===== config.mk =====
export PLATFORM = sky130hd
export DESIGN_NAME = uart_tx_frame
export DESIGN_NICKNAME = d
export VERILOG_FILES = /design/src/rtl/uart_pkg.sv /design/src/rtl/uart_baud_cnt.sv /design/src/rtl/uart_tx_frame.sv
export SDC_FILE = /design/constraint.sdc
export NUM_CORES = 1
export LEC_CHECK = 0
export ABC_AREA = 1
export CAP_MARGIN = 20
export CORE_UTILIZATION = 40
export CTS_CLUSTER_DIAMETER = 150
export DETAILED_ROUTE_END_ITERATION = 8
export PLACE_DENSITY_LB_ADDON = 0.08
export SETUP_SLACK_MARGIN = 0.2
export SYNTH_ARGS = -nofsm -noshare
export SYNTH_HDL_FRONTEND = slang
export SYNTH_SLANG_ARGS = --single-unit

===== constraint.sdc =====
create_clock -name clk -period 2.55 [get_ports clk]
set_input_delay 0.51 -clock clk [delete_from_list [all_inputs] [get_ports clk]]
set_output_delay 0.51 -clock clk [all_outputs]
set_load 0.01 [all_outputs]

===== src/rtl/uart_pkg.sv =====
// Shared definitions for the MVM UART transmitter (and its rx counterpart):
// default timing/framing constants, the frame FSM state type and the
// parity helper.
package uart_pkg;

  localparam int CLOCKS_PER_PULSE = 2604;  // 50 MHz / 19200 baud
  localparam int BITS_PER_WORD    = 8;
  localparam int PACKET_SIZE_TX   = 13;    // start + data + trailing ones

  typedef enum logic {
    IDLE = 1'b0,
    SEND = 1'b1
  } state_t;

  // Even parity bit for a word: XOR of all its bits. Narrower words are
  // zero-extended by the caller, which leaves the XOR unchanged.
  function automatic logic even_parity(input logic [31:0] word);
    return ^word;
  endfunction

endpackage


===== src/rtl/uart_baud_cnt.sv =====
// Bit-period counter: counts 0..CLOCKS_PER_PULSE-1 while enabled and
// emits a one-cycle tick on the terminal count. Clear has priority over
// enable. Shared by the tx and rx sides.
module uart_baud_cnt #(
  parameter int CLOCKS_PER_PULSE = uart_pkg::CLOCKS_PER_PULSE
) (
  input  logic clk,
  input  logic rstn,
  input  logic i_en,
  input  logic i_clr,
  output logic o_tick
);

  localparam int CW = (CLOCKS_PER_PULSE > 1) ? $clog2(CLOCKS_PER_PULSE) : 1;
  localparam logic [CW-1:0] CNT_LAST = CW'(CLOCKS_PER_PULSE - 1);
  localparam logic [CW-1:0] CNT_ONE  = CW'(1);

  logic [CW-1:0] r_cnt;
  logic          w_tick;

  assign w_tick = i_en && (r_cnt == CNT_LAST);
  assign o_tick = w_tick;

  // Pulse counter: wraps at terminal count, never exceeds it.
  always_ff @(posedge clk or negedge rstn) begin
    if (!rstn) begin
      r_cnt <= '0;
    end else if (i_clr) begin
      r_cnt <= '0;
    end else if (i_en) begin
      r_cnt <= w_tick ? '0 : (r_cnt + CNT_ONE);
    end
  end

endmodule


===== src/rtl/uart_tx_frame.sv =====
// Parallel-to-serial UART transmitter. Accepts one N_WORDS-word bus per
// valid/ready handshake and sends it word 0 first; each word is a packet of
// start bit, data bits LSB first, then trailing ones up to PACKET_SIZE bits.
// tx is registered: the start bit appears the cycle after the handshake.
// Optional build macro UART_TX_PARITY_EN: the bit after the data carries
// even parity of the word instead of a padding one.
module uart_tx_frame #(
  parameter int CLOCKS_PER_PULSE = uart_pkg::CLOCKS_PER_PULSE,
  parameter int BITS_PER_WORD    = uart_pkg::BITS_PER_WORD,
  parameter int PACKET_SIZE      = uart_pkg::PACKET_SIZE_TX,
  parameter int N_WORDS          = 2
) (
  input  logic                               clk,
  input  logic                               rstn,
  input  logic                               s_valid,
  output logic                               s_ready,
  input  logic [N_WORDS*BITS_PER_WORD-1:0]   s_data,
  output logic                               tx,
  output logic                               busy
);

  import uart_pkg::*;

  localparam int W_BUS = N_WORDS * BITS_PER_WORD;
  localparam int BW    = (PACKET_SIZE > 1) ? $clog2(PACKET_SIZE) : 1;
  localparam int WW    = (N_WORDS > 1) ? $clog2(N_WORDS) : 1;

  localparam logic [BW-1:0] BIT_LAST  = BW'(PACKET_SIZE - 1);
  localparam logic [BW-1:0] BIT_ONE   = BW'(1);
  localparam logic [WW-1:0] WORD_LAST = WW'(N_WORDS - 1);
  localparam logic [WW-1:0] WORD_ONE  = WW'(1);

  state_t                   r_state;
  state_t                   w_state_nxt;
  logic [W_BUS-1:0]         r_shift;
  logic [BW-1:0]            r_bit_cnt;
  logic [BW-1:0]            w_bit_nxt;
  logic [WW-1:0]            r_word_cnt;
  logic [WW-1:0]            w_word_nxt;
  logic                     r_tx;
  logic                     w_tx_nxt;
  logic                     w_tick;
  logic                     w_frame_end;
  logic                     w_handshake;
  logic                     w_baud_en;
  logic                     w_baud_clr;
  logic [BITS_PER_WORD-1:0] w_cur_word;

  assign w_handshake = (r_state == IDLE) && s_valid;
  assign w_baud_en   = (r_state == SEND);
  assign w_baud_clr  = (r_state == IDLE);
  assign w_frame_end = w_tick && (r_bit_cnt == BIT_LAST) && (r_word_cnt == WORD_LAST);

  uart_baud_cnt #(
    .CLOCKS_PER_PULSE (CLOCKS_PER_PULSE)
  ) u_baud (
    .clk    (clk),
    .rstn   (rstn),
    .i_en   (w_baud_en),
    .i_clr  (w_baud_clr),
    .o_tick (w_tick)
  );

  // FSM state register.
  always_ff @(posedge clk or negedge rstn) begin
    if (!rstn) begin
      r_state <= IDLE;
    end else begin
      r_state <= w_state_nxt;
    end
  end

  // FSM next state: start on handshake, stop after the final bit period.
  always_comb begin
    w_state_nxt = r_state;
    case (r_state)
      IDLE:    if (s_valid)     w_state_nxt = SEND;
      SEND:    if (w_frame_end) w_state_nxt = IDLE;
      default:                  w_state_nxt = IDLE;
    endcase
  end

  // Next bit/word position: bit advances on each baud tick, word on bit wrap.
  always_comb begin
    w_bit_nxt  = r_bit_cnt;
    w_word_nxt = r_word_cnt;
    if (w_tick) begin
      if (r_bit_cnt == BIT_LAST) begin
        w_bit_nxt  = '0;
        w_word_nxt = (r_word_cnt == WORD_LAST) ? '0 : (r_word_cnt + WORD_ONE);
      end else begin
        w_bit_nxt  = r_bit_cnt + BIT_ONE;
      end
    end
  end

  // Position counters and bus capture; the bus is latched only on handshake
  // so later changes on s_data cannot disturb the frame in flight.
  always_ff @(posedge clk or negedge rstn) begin
    if (!rstn) begin
      r_bit_cnt  <= '0;
      r_word_cnt <= '0;
      r_shift    <= '0;
    end else begin
      r_bit_cnt  <= w_bit_nxt;
      r_word_cnt <= w_word_nxt;
      if (w_handshake) begin
        r_shift <= s_data;
      end
    end
  end

  // Select the word that will be on the line next cycle.
  always_comb begin
    w_cur_word = '0;
    for (int i = 0; i < N_WORDS; i++) begin
      if (w_word_nxt == WW'(i)) begin
        w_cur_word = r_shift[i*BITS_PER_WORD +: BITS_PER_WORD];
      end
    end
  end

  // FSM outputs: handshake flags and the next line level. The line value is
  // derived from next-cycle position so the registered tx lines up with it;
  // on the handshake cycle the next position is the start bit, which needs
  // no data, so the not-yet-latched bus is never read.
  always_comb begin
    s_ready  = (r_state == IDLE);
    busy     = (r_state == SEND);
    w_tx_nxt = 1'b1;
    if (w_state_nxt == SEND) begin
      if (w_bit_nxt == '0) begin
        w_tx_nxt = 1'b0;
      end
      for (int k = 0; k < BITS_PER_WORD; k++) begin
        if (w_bit_nxt == BW'(k + 1)) begin
          w_tx_nxt = w_cur_word[k];
        end
      end
`ifdef UART_TX_PARITY_EN
      if (w_bit_nxt == BW'(BITS_PER_WORD + 1)) begin
        w_tx_nxt = even_parity(32'(w_cur_word));
      end
`endif
    end
  end

  // Line register: idles high and is forced high immediately on reset.
  always_ff @(posedge clk or negedge rstn) begin
    if (!rstn) begin
      r_tx <= 1'b1;
    end else begin
      r_tx <= w_tx_nxt;
    end
  end

  assign tx = r_tx;

endmodule


==> impl_metrics.csv <==
group,metric,value,unit
critical_path,end_kind,"output port",
sta,fin_ws,634,ps
clock_network,cts_root_buf,"clkbuf_8",
grt,antenna_found_initial,0,
critical_path,timing.critical_path.buf_inv,2,
grt,gr-total-overflow,0,
placed_design,placed_cell_area,2250,um2
finish,final_cells,317,
sta,min_period_over_period,75.1,%
sta,relSlewSlack,48.0,%
clock_network,cts_buffers,5,
route,antenna_left,0,
logic_synthesis,mappedNetlistArea,1960,um2
logic_synthesis,syn_nets,244,
grt,grt_first_pass_wirelength,6380,um
sta,fmax,0.522,GHz
floorplanning,ios,22,
finish,fillerInstances,462,
critical_path,cp_slowest_cell,"clkdlybuf4s50_1",
critical_path,startpoint,"busy",
route,dr.pass1.iters,4,
clock_network,cts_setup_buffers,0,
logic_synthesis,yosysSeqAreaShare,44.8,%
critical_path,cp_max_fo,5,
placed_design,dp_slack,519,ps
placed_design,dp_hpwl,2800,um
sta,worst_pin_slew,780,ps
sta,setup_viol,0,
clock_network,cts.sinks,35,
finish,final_common_cell,"nand2_1",
clock_network,ctsResizeCount,0,
logic_synthesis,synthArstFlopShare,100,%
logic_synthesis,avgSynthCellArea,8.83,um2
sta,rsz0062_at_grt,"false",
placed_design,post-place-cells,309,
grt,grt_pass1_vias,1373,
sta,whs,301,ps
critical_path,path_delay_family,"buffers and inverters",
finish,area_delta_synth_final,20.2,%
sta,period_needed,1920,ps
sta,skew,5.25,ps
floorplanning,die_w,72.0,um
run_status,status,"finished, final reports clean",
clock_network,clk_pin_slew_worst_paths,70,ps
clock_network,insertion_delay,290,ps
pwr,power_density,620,nW/um2
critical_path,cp-start-kind,"flop",
route,avgViaCountPerCell,4.69,
floorplanning,die_h,72.0,um
route,drc,0,
critical_path,rr_endpoint,"tx",
clock_network,postCtsHoldBufs,0,
critical_path,r2r_slack,640,ps
critical_path,path_depth,2,
finish,n_antenna_cell,0,
route,drtIter0Drc,53,
critical_path,path_class,"flop to output port",
pwr,vdd_drop_max,0.367,mV
pwr,fin_total_pwr,1.46,mW
sta,finalHoldViolCount,0,
critical_path,r2r.worst_path.cells,13,
critical_path,critPathCapture,"s_ready",
route,drt-total-wl,3650,um
run,maxCapViolations,0,
floorplanning,die_area,5180,um2
logic_synthesis,synth_flop_cell,"dfrtp_1",
grt,track_usage,16.3,%
clock_network,htree_levels,2,
sta,tns,0,ps
floorplanning,fp-row-count,25,
logic_synthesis,netlist_instances,222,
min_path,hp-class,"input pin to async pin",
route,wire_per_inst,11.5,um
sta,final_max_slew_viol_count,0,
critical_path,crit_required,2040,ps
logic_synthesis,ys_ff_latch,35,
logic_synthesis,yosysUniqueCellTypes,34,
clock_network,cts_buffer_depth,2,
critical_path,crit_chain,"inv_1, clkdlybuf4s50_1",
grt,grt_max_degree,36,
logic_synthesis,yosys_warnings,0,
floorplanning,initial_core_util,41.5,%
critical_path,cp_data_arrival_time,1410,ps
finish,finalNetCount,271,
placed_design,place_congestion,0.769,
logic_synthesis,synth_edf_count,0,
floorplanning,core-area,4720,um2
finish,drive_gt1_share,21.2,%
clock_network,cts_tree,"yes",
critical_path,timing.rr.start,"r_bit_cnt[0]",
finish,design_area,2360,um2
finish,fin_util,49.9,%
route,dr_total_vias,1487,
critical_path,cpPeakStageDelay,570,ps
placed_design,portBuffers,21,
pwr,p_leak,1.13,nW
finish,final_cell_mix,"nand2_1 (43), dfrtp_1 (34), inv_1 (25)",
## cell families after synthesis
| logic type | count (synthesis) | share of synthesized area (%) |
|---|---|---|
| fa+ha+maj | 3 | 1.92 |
| flops | 35 | 44.8 |
| simple gates | 120 | 34.6 |
| compound gates | 19 | 5.36 |
| mux | 10 | 5.75 |
| xor+xnor | 3 | 1.34 |
| buf+inv | 32 | 6.26 |
## routing by layer
layer	vias up	global-route usage [%]	routed length [um]
met5	-	0	0
met4	0	7.19	43
met3	4	4.17	124
met2	24	22.7	1530
met1	685	23.7	1950
li1	774	-	-
## worst reg2reg max path, stage by stage, from the launching register on
cell     delay [ps]
dfrtp_1         420
inv_1           110
ha_1            170
nand3_2         130
nor2_2          200
nand4_4         210
nand2_8         170
inv_4            50
nand2_2          40
nand2_1          60
nand2_1          60
nand3_1          80
nand2_1          60
nand3_1          80
## final cells by class
| type | count | area (um2) | share of cell area (%) |
|---|---|---|---|
| inverter | 29 | 111 | 4.73 |
| multi-input combinational | 155 | 960 | 40.7 |
| tap | 67 | 83.8 | 3.56 |
| clock buffer | 7 | 96.3 | 4.09 |
| timing repair buffer | 23 | 220 | 9.35 |
| clock inverter | 1 | 7.51 | 0.319 |
| sequential | 35 | 877 | 37.2 |
## state kept, by name, indices dropped and copies added, names as in the netlist
signal / cells
r_word_cnt: 1
tx: 1
u_baud.r_cnt: 12
r_shift: 16
busy: 1
r_bit_cnt: 4
## power by group
part / internal, mW / switching [mW] / total (mW) / leakage, nW
clock: 0.246 / 0.199 / 0.444 / 0.0505
combinational: 0.127 / 0.164 / 0.291 / 0.648
sequential: 0.642 / 0.0844 / 0.726 / 0.427
total: 1.01 / 0.447 / 1.46 / 1.13
## synthesized netlist by cell type, types with 2 or more instances
cell type / count / share of area, %
inv_2: 2 / 0.38
nor2_2: 7 / 2.2
nand3b_1: 4 / 1.5
o21ai_2: 2 / 0.89
nor3_1: 6 / 1.5
a21oi_1: 12 / 3.1
nand3_2: 3 / 1.5
mux2_2: 10 / 5.7
inv_1: 25 / 4.8
nor2_8: 2 / 2.0
nand3_1: 13 / 3.3
nor2_1: 21 / 4.0
buf_1: 2 / 0.38
dfrtp_1: 34 / 43
o21ai_0: 3 / 0.77
xor2_1: 3 / 1.3
ha_1: 3 / 1.9
nand2_1: 43 / 8.2
nand2_4: 2 / 1.1
nand2_2: 6 / 1.9
nand4_1: 6 / 1.9
## worst min-delay path by stage
| stage | startpoint | end | slack [ps] |
|---|---|---|---|
| after global routing | rstn | u_baud.r_cnt[5] | 380 |
| final | rstn | u_baud.r_cnt[11] | 300 |
| after floorplan | rstn | busy | 210 |
| after detailed placement | u_baud.r_cnt[0] | u_baud.r_cnt[0] | 480 |
| after CTS | rstn | u_baud.r_cnt[5] | 330 |
| after global placement | u_baud.r_cnt[0] | u_baud.r_cnt[0] | 480 |
Power figures use the tool's default switching activity.
